File: src/rtl/uart_baud_gen_frac.sv
// Fractional baud-rate generator: a down-counter sets the oversample period and a
// phase accumulator stretches selected periods by one cycle to resolve BAUD_FRAC.
module uart_baud_gen_frac #(
  parameter int CNT_WIDTH  = 13,
  parameter int FRAC_WIDTH = 3,
  parameter int OSR        = 16
) (
  input  logic                    CLK,
  input  logic                    RESET_N,
  input  logic                    EN,
  input  logic                    LOAD,
  input  logic                    RESTART,
  input  logic [CNT_WIDTH-1:0]    BAUD_VAL,
  input  logic [FRAC_WIDTH-1:0]   BAUD_FRAC,
  output logic                    OS_TICK,
  output logic                    BIT_TICK,
  output logic                    MID_TICK,
  output logic [$clog2(OSR)-1:0]  OS_PHASE
);

  localparam int OS_W = $clog2(OSR);

  logic [CNT_WIDTH-1:0]  cnt_q, cnt_d;
  logic [CNT_WIDTH-1:0]  b_q, b_d;
  logic [FRAC_WIDTH-1:0] f_q, f_d;
  logic [FRAC_WIDTH-1:0] acc_q, acc_d;
  logic                  stretch_q, stretch_d;
  logic [OS_W-1:0]       os_cnt_q, os_cnt_d;
  logic                  os_tick_q, os_tick_d;
  logic                  bit_tick_q, bit_tick_d;
  logic                  mid_tick_q, mid_tick_d;
  logic [FRAC_WIDTH:0]   frac_sum;
  logic                  last_os;

  always_comb begin
    cnt_d      = cnt_q;
    b_d        = b_q;
    f_d        = f_q;
    acc_d      = acc_q;
    stretch_d  = stretch_q;
    os_cnt_d   = os_cnt_q;
    os_tick_d  = 1'b0;
    bit_tick_d = 1'b0;
    mid_tick_d = 1'b0;
    frac_sum   = {1'b0, acc_q} + {1'b0, f_q};
    last_os    = (os_cnt_q == OS_W'(OSR - 1));

    if (LOAD) begin
      b_d       = BAUD_VAL;
      f_d       = BAUD_FRAC;
      cnt_d     = BAUD_VAL;
      acc_d     = '0;
      stretch_d = 1'b0;
      os_cnt_d  = '0;
    end else if (RESTART) begin
      cnt_d     = b_q;
      acc_d     = '0;
      stretch_d = 1'b0;
      os_cnt_d  = '0;
    end else if (EN) begin
      if (cnt_q != '0) begin
        cnt_d = cnt_q - CNT_WIDTH'(1);
      end else if (stretch_q) begin
        // Inserted cycle: the accumulator overflowed on the previous tick.
        stretch_d = 1'b0;
      end else begin
        os_tick_d  = 1'b1;
        cnt_d      = b_q;
        acc_d      = frac_sum[FRAC_WIDTH-1:0];
        stretch_d  = frac_sum[FRAC_WIDTH];
        bit_tick_d = last_os;
        mid_tick_d = (os_cnt_q == OS_W'(OSR / 2 - 1));
        os_cnt_d   = last_os ? '0 : os_cnt_q + OS_W'(1);
      end
    end
  end

  always_ff @(posedge CLK or negedge RESET_N) begin
    if (!RESET_N) begin
      cnt_q      <= '0;
      b_q        <= '0;
      f_q        <= '0;
      acc_q      <= '0;
      stretch_q  <= 1'b0;
      os_cnt_q   <= '0;
      os_tick_q  <= 1'b0;
      bit_tick_q <= 1'b0;
      mid_tick_q <= 1'b0;
    end else begin
      cnt_q      <= cnt_d;
      b_q        <= b_d;
      f_q        <= f_d;
      acc_q      <= acc_d;
      stretch_q  <= stretch_d;
      os_cnt_q   <= os_cnt_d;
      os_tick_q  <= os_tick_d;
      bit_tick_q <= bit_tick_d;
      mid_tick_q <= mid_tick_d;
    end
  end

  assign OS_TICK  = os_tick_q;
  assign BIT_TICK = bit_tick_q;
  assign MID_TICK = mid_tick_q;
  assign OS_PHASE = os_cnt_q;

endmodule

File: config.mk
export PLATFORM = sky130hd
export DESIGN_NAME = uart_baud_gen_frac
export DESIGN_NICKNAME = d
export VERILOG_FILES = /design/src/rtl/uart_baud_gen_frac.sv
export SDC_FILE = /design/constraint.sdc
export NUM_CORES = 1
export LEC_CHECK = 0
export CAP_MARGIN = 15
export CORE_MARGIN = 2
export CORE_UTILIZATION = 59
export DETAILED_ROUTE_END_ITERATION = 10
export GPL_TIMING_DRIVEN = 0
export HOLD_SLACK_MARGIN = 0.03
export PLACE_DENSITY = 0.84
export SETUP_SLACK_MARGIN = 0.02
export SLEW_MARGIN = 20
export SYNTH_ARGS = -nofsm -noshare
export SYNTH_HDL_FRONTEND = slang
export SYNTH_SLANG_ARGS = --single-unit
File: constraint.sdc
create_clock -name CLK -period 4.55 [get_ports CLK]
set_input_delay 0.6825 -clock CLK [delete_from_list [all_inputs] [get_ports CLK]]
set_output_delay 0.6825 -clock CLK [all_outputs]
set_load 0.005 [all_outputs]
Word level (Yosys, flattened, before mapping) --
Cells that the tools add are included.
Storage, ports and cells: register bits 40, bits of input ports 21, logic and storage cells 58
Cells by class: $add $sub $neg 3, equality and inequality tests 5, multiplexer cells 36, reduce and logical (&&, ||, !) cells 5
Operator list (count):
- 2-to-1 mux 13 bit | 5
- 2-to-1 mux 4 bit | 6
- 2-to-1 mux 1 bit | 20
- 2-to-1 mux 3 bit | 5
- nonzero test 13 bit | 1
- subtractor 13 x 1 -> 13 bit (second input constant) | 1
- inequality test 3 bit (second input constant) | 2
- adder 3 x 3 -> 4 bit | 1
- adder 4 x 1 -> 4 bit (second input constant) | 1
- equality test 4 x 3 -> 1 bit (second input constant) | 1
- equality test 4 bit (second input constant) | 1
- inequality test 4 x 3 -> 1 bit (second input constant) | 1
- AND reduction 2 bit | 2
- AND reduction 3 bit | 1
- nonzero test 3 bit | 1

Longest topological paths before layout --
depth in word-level cells 7, gate-level depth with buffers 8, gate-level depth less buffers 7

Least setup slack after synthesis --
No wires, ideal clock.
kind register -> register, start reg cnt_q[8], end reg cnt_q[2], library setup time 0.119 ns, arrival time 1.967 ns, required time 4.431 ns, setup slack 2.464 ns, cell stages (with the launch flop) 7, path buffers 2, period minus slack after synthesis 2.086 ns, cells stage by stage dfrtp_1 -> buf_6 -> or4_4 -> nor4_4 -> a31oi_2 -> buf_2 -> o21a_1
Between the ends: cells in the longest elaborated chain, start to end 5, elaborated cells on any way between the ends 7, those cells by class eq/ne (1); mux (4); reduce/logical (2)
RTL lines:
- start, declared | RTL line 23 | logic [CNT_WIDTH-1:0] cnt_q, cnt_d;
- start signal, assigned | RTL line 90 | cnt_q <= cnt_d;
- nonzero test 13 bit (*) | RTL line 61 | if (cnt_q != '0) begin
- 2-to-1 mux 13 bit | RTL line 61
- 2-to-1 mux 13 bit | RTL line 60 | end else if (EN) begin
- 2-to-1 mux 13 bit | RTL line 55 | end else if (RESTART) begin
- 2-to-1 mux 13 bit | RTL line 48 | if (LOAD) begin
Mark *: on every way between the ends. The rest lies on a longest branch, timed or not. The select of a mux whose other input is x is not followed. A chain may end at the register's enable or synchronous reset.

Worst setup path after layout --
start reg cnt_q[3], end reg cnt_q[12]
Between the ends: cells in the longest elaborated chain, start to end 5, elaborated cells on any way between the ends 8, those cells by class add/sub (1); eq/ne (1); mux (4); reduce/logical (2)
RTL lines (RTL line):
- subtractor 13 x 1 -> 13 bit or nonzero test 13 bit (tied branches) | 62, 61
- 2-to-1 mux 13 bit | 61
- 2-to-1 mux 13 bit | 60
- 2-to-1 mux 13 bit | 55
- 2-to-1 mux 13 bit | 48
Several ways; a longest one is shown, not always the timed one. The select of a mux whose other input is x is not followed.

==> out/metrics.csv <==
metric;value;unit
drt_iter0_drc;145;
crit_buf_inv;2;
crit_chain;clkbuf_1 -> or3_1 -> nor4_4 -> a31oi_2 -> buf_2 -> nor2_1 -> a31oi_1;
fin_ws;2.12;ns
syn-cell-area;2230;sq um
postCtsSetupRepairBufs;0;
end_kind;register;
gp_congestion;0.915;
clock_latency;0.30;ns
synth_cell_types;52;
pre_cts_slack;1.87;ns
synthAdderAreaFrac;4.26;%
dr.pass1.iters;4;
root_buffer;clkbuf_8;
syn-instance-count;244;
status;finished clean;
ir_drop;0.000205;V
die_y;65.5;um
antenna_found_initial;0;
cts.sink_count;40;
async_reset_ff_share;100;%
grt_pass1_wl;8800;um
path_class;reg -> reg;
setup_viol;0;
seqCellArea;1000;sq um
yosysTopAreaCell;dfrtp_1;
fillers;273;
grt.overflow.total;0;
leakagePower;1.12;nW
h-tree-depth;2;
worstPathMaxFanout;10;
clk_path_buf_depth;2;
synth_top_flop_cell;dfrtp_1;
final_layout_size_suffix_gt1_share;8.24;%
synth_edf_count;0;
via_per_inst;5.86;
postRouteAntennaNets;0;
p_per_area;307;nW/um^2
ys_warn_count;0;
worst_ep_required_time;4.72;ns
synth_area_per_cell;9.14;sq um
drc_errors;0;
core-area;3630;sq um
drt_wl_total;5020;um
yosysMostFrequentCell;dfrtp_1;
slew_headroom;59.9;%
syn_nets;272;
slew_violations;0;
cts_made_buffers;5;
die_area;4290;sq um
dp_hpwl;3690;um
synth_simple_gate_area_share;21.2;%
setup_tns;0;ns
synthXorXnorAreaFrac;2.36;%
ys_seq_area_share;44.9;%
cts_resized;0;
io_buffer_count;27;
finalHoldViolations;0;
max_freq;412;MHz
wl_per_cell;15.4;um
grt_pass1_vias;1940;
n_antenna_cell;0;
initial_utilization;61.4;%
cts_tree;built;
slowest_stage;nor4_4;
final_cell_area;2680;sq um
die_width;65.5;um
worst_slew_pin_slew;0.596;ns
vias;1917;
crit_family;simple AND/OR/NAND/NOR gates;
ios;28;
cts_hold_buf;0;
synth_seq_cells;40;
track_usage;27.3;%
synth_compound_area_share;17.7;%
period_share;53.4;%
synth.top_cells.by_count;40 x dfrtp_1, 28 x nor2_1, 22 x nand2_1;
max_stage_delay;0.50;ns
timing.max_cap.violations;0;
critical_path.startpoint_type;register;
grt_max_degree;23;
min_period;2.43;ns
fin_nets;307;
min-delay-path-class;in -> async;
worstPathArrival;2.60;ns
synth_top_family_by_area;simple AND/OR/NAND/NOR gates;
skew;0.00440;ns
multi_input_area;1120;sq um
path_clk_slew;0.07;ns
place_area;2580;sq um
area_growth;20.1;%
yosys-mux-area-fraction;4.77;%
synthTopCellsByArea;dfrtp_1 45%, nor2_1 4.7%, o21ai_0 3.8%, nand2_1 3.7%, ha_1 3.4%;
yosysTopAreaCellShare;44.9;%
rsz0062_at_grt;no;
rows;22;
[cells by family after synthesis]
group,Yosys count
and+or+nand+nor,94
AOI/OAI and AO/OA,62
DFF,40
buffers and inverters,25
muxes,10
adders and majority gates,7
xor gates and xnor gates,6
[state kept, by name, indices dropped and copies added, names as in the netlist]
name	flops
OS_PHASE	4
stretch_q	1
BIT_TICK	1
MID_TICK	1
b_q	13
OS_TICK	1
f_q	3
acc_q	3
cnt_q	13
[power breakdown]
| part | internal [mW] | total, mW | switching [mW] |
|---|---|---|---|
| logic | 0.0717 | 0.161 | 0.0893 |
| registers | 0.384 | 0.408 | 0.0243 |
| clock network | 0.135 | 0.254 | 0.119 |
| total | 0.591 | 0.823 | 0.232 |
[per-layer routing]
metal  GRT usage (%)  part of all wire [%]
met1            34.9                    45
met2            45.4                    48
met3            5.99                   4.6
met4            10.4                   1.6
met5               0                     0
[placed cells by master (no fill, tap or decap), types with 2 or more instances in the layout]
cell and n:
clkbuf_1 9, or2_2 2, nor2_1 28, nor4_1 5
dfrtp_1 40, mux2_2 5, xnor2_1 3, o21ai_0 17
clkbuf_8 7, nand2b_1 5, a31oi_1 8, a21oi_1 14
mux2i_1 5, or3_1 5, nand4_1 4, nor2b_1 3
xor2_1 3, nand3_1 6, nor3b_1 3, clkdlybuf4s50_1 26
o21a_1 2, buf_2 2, nand2_1 22, a41oi_1 2
nor3_1 6, ha_1 6, inv_1 12, o21ai_1 2
[worst paths after layout]
path	from	to	slack, ns	depth (start not counted)
worst max-delay path	cnt_q[3]$_DFFE_PN0P_	cnt_q[12]$_DFFE_PN0P_	2.12	7
worst min-delay path	RESET_N	BIT_TICK$_DFF_PN0_	0.33	1
worst max register to register	cnt_q[3]$_DFFE_PN0P_	cnt_q[12]$_DFFE_PN0P_	2.12	7
worst min register to register	b_q[0]$_DFFE_PN0P_	b_q[0]$_DFFE_PN0P_	0.47	2
max in group asynchronous	RESET_N	b_q[6]$_DFFE_PN0P_	3.76	2
min in group CLK	b_q[0]$_DFFE_PN0P_	b_q[0]$_DFFE_PN0P_	0.47	2
[final cells by class]
type / instances / area share (%)
plain buffers: 13 / 2.29
clock buffers: 7 / 3.60
inverters: 12 / 1.68
multi-input cells: 179 / 41.9
flip-flops and latches: 40 / 37.4
well taps: 48 / 2.24
repair buffers: 28 / 10.9
[stage by stage]
stage	hold WS [ns]	cells	total power, mW	util (%)
after detailed placement	0.463	320	0.574	71.1
final	0.326	327	0.823	73.7
after global routing	0.360	327	0.864	73.7
after CTS	0.344	327	0.825	73.7
after floorplan	0.387	244	0.514	-
after global placement	0.458	319	0.566	70.5
(Power assumes the default switching activity.)
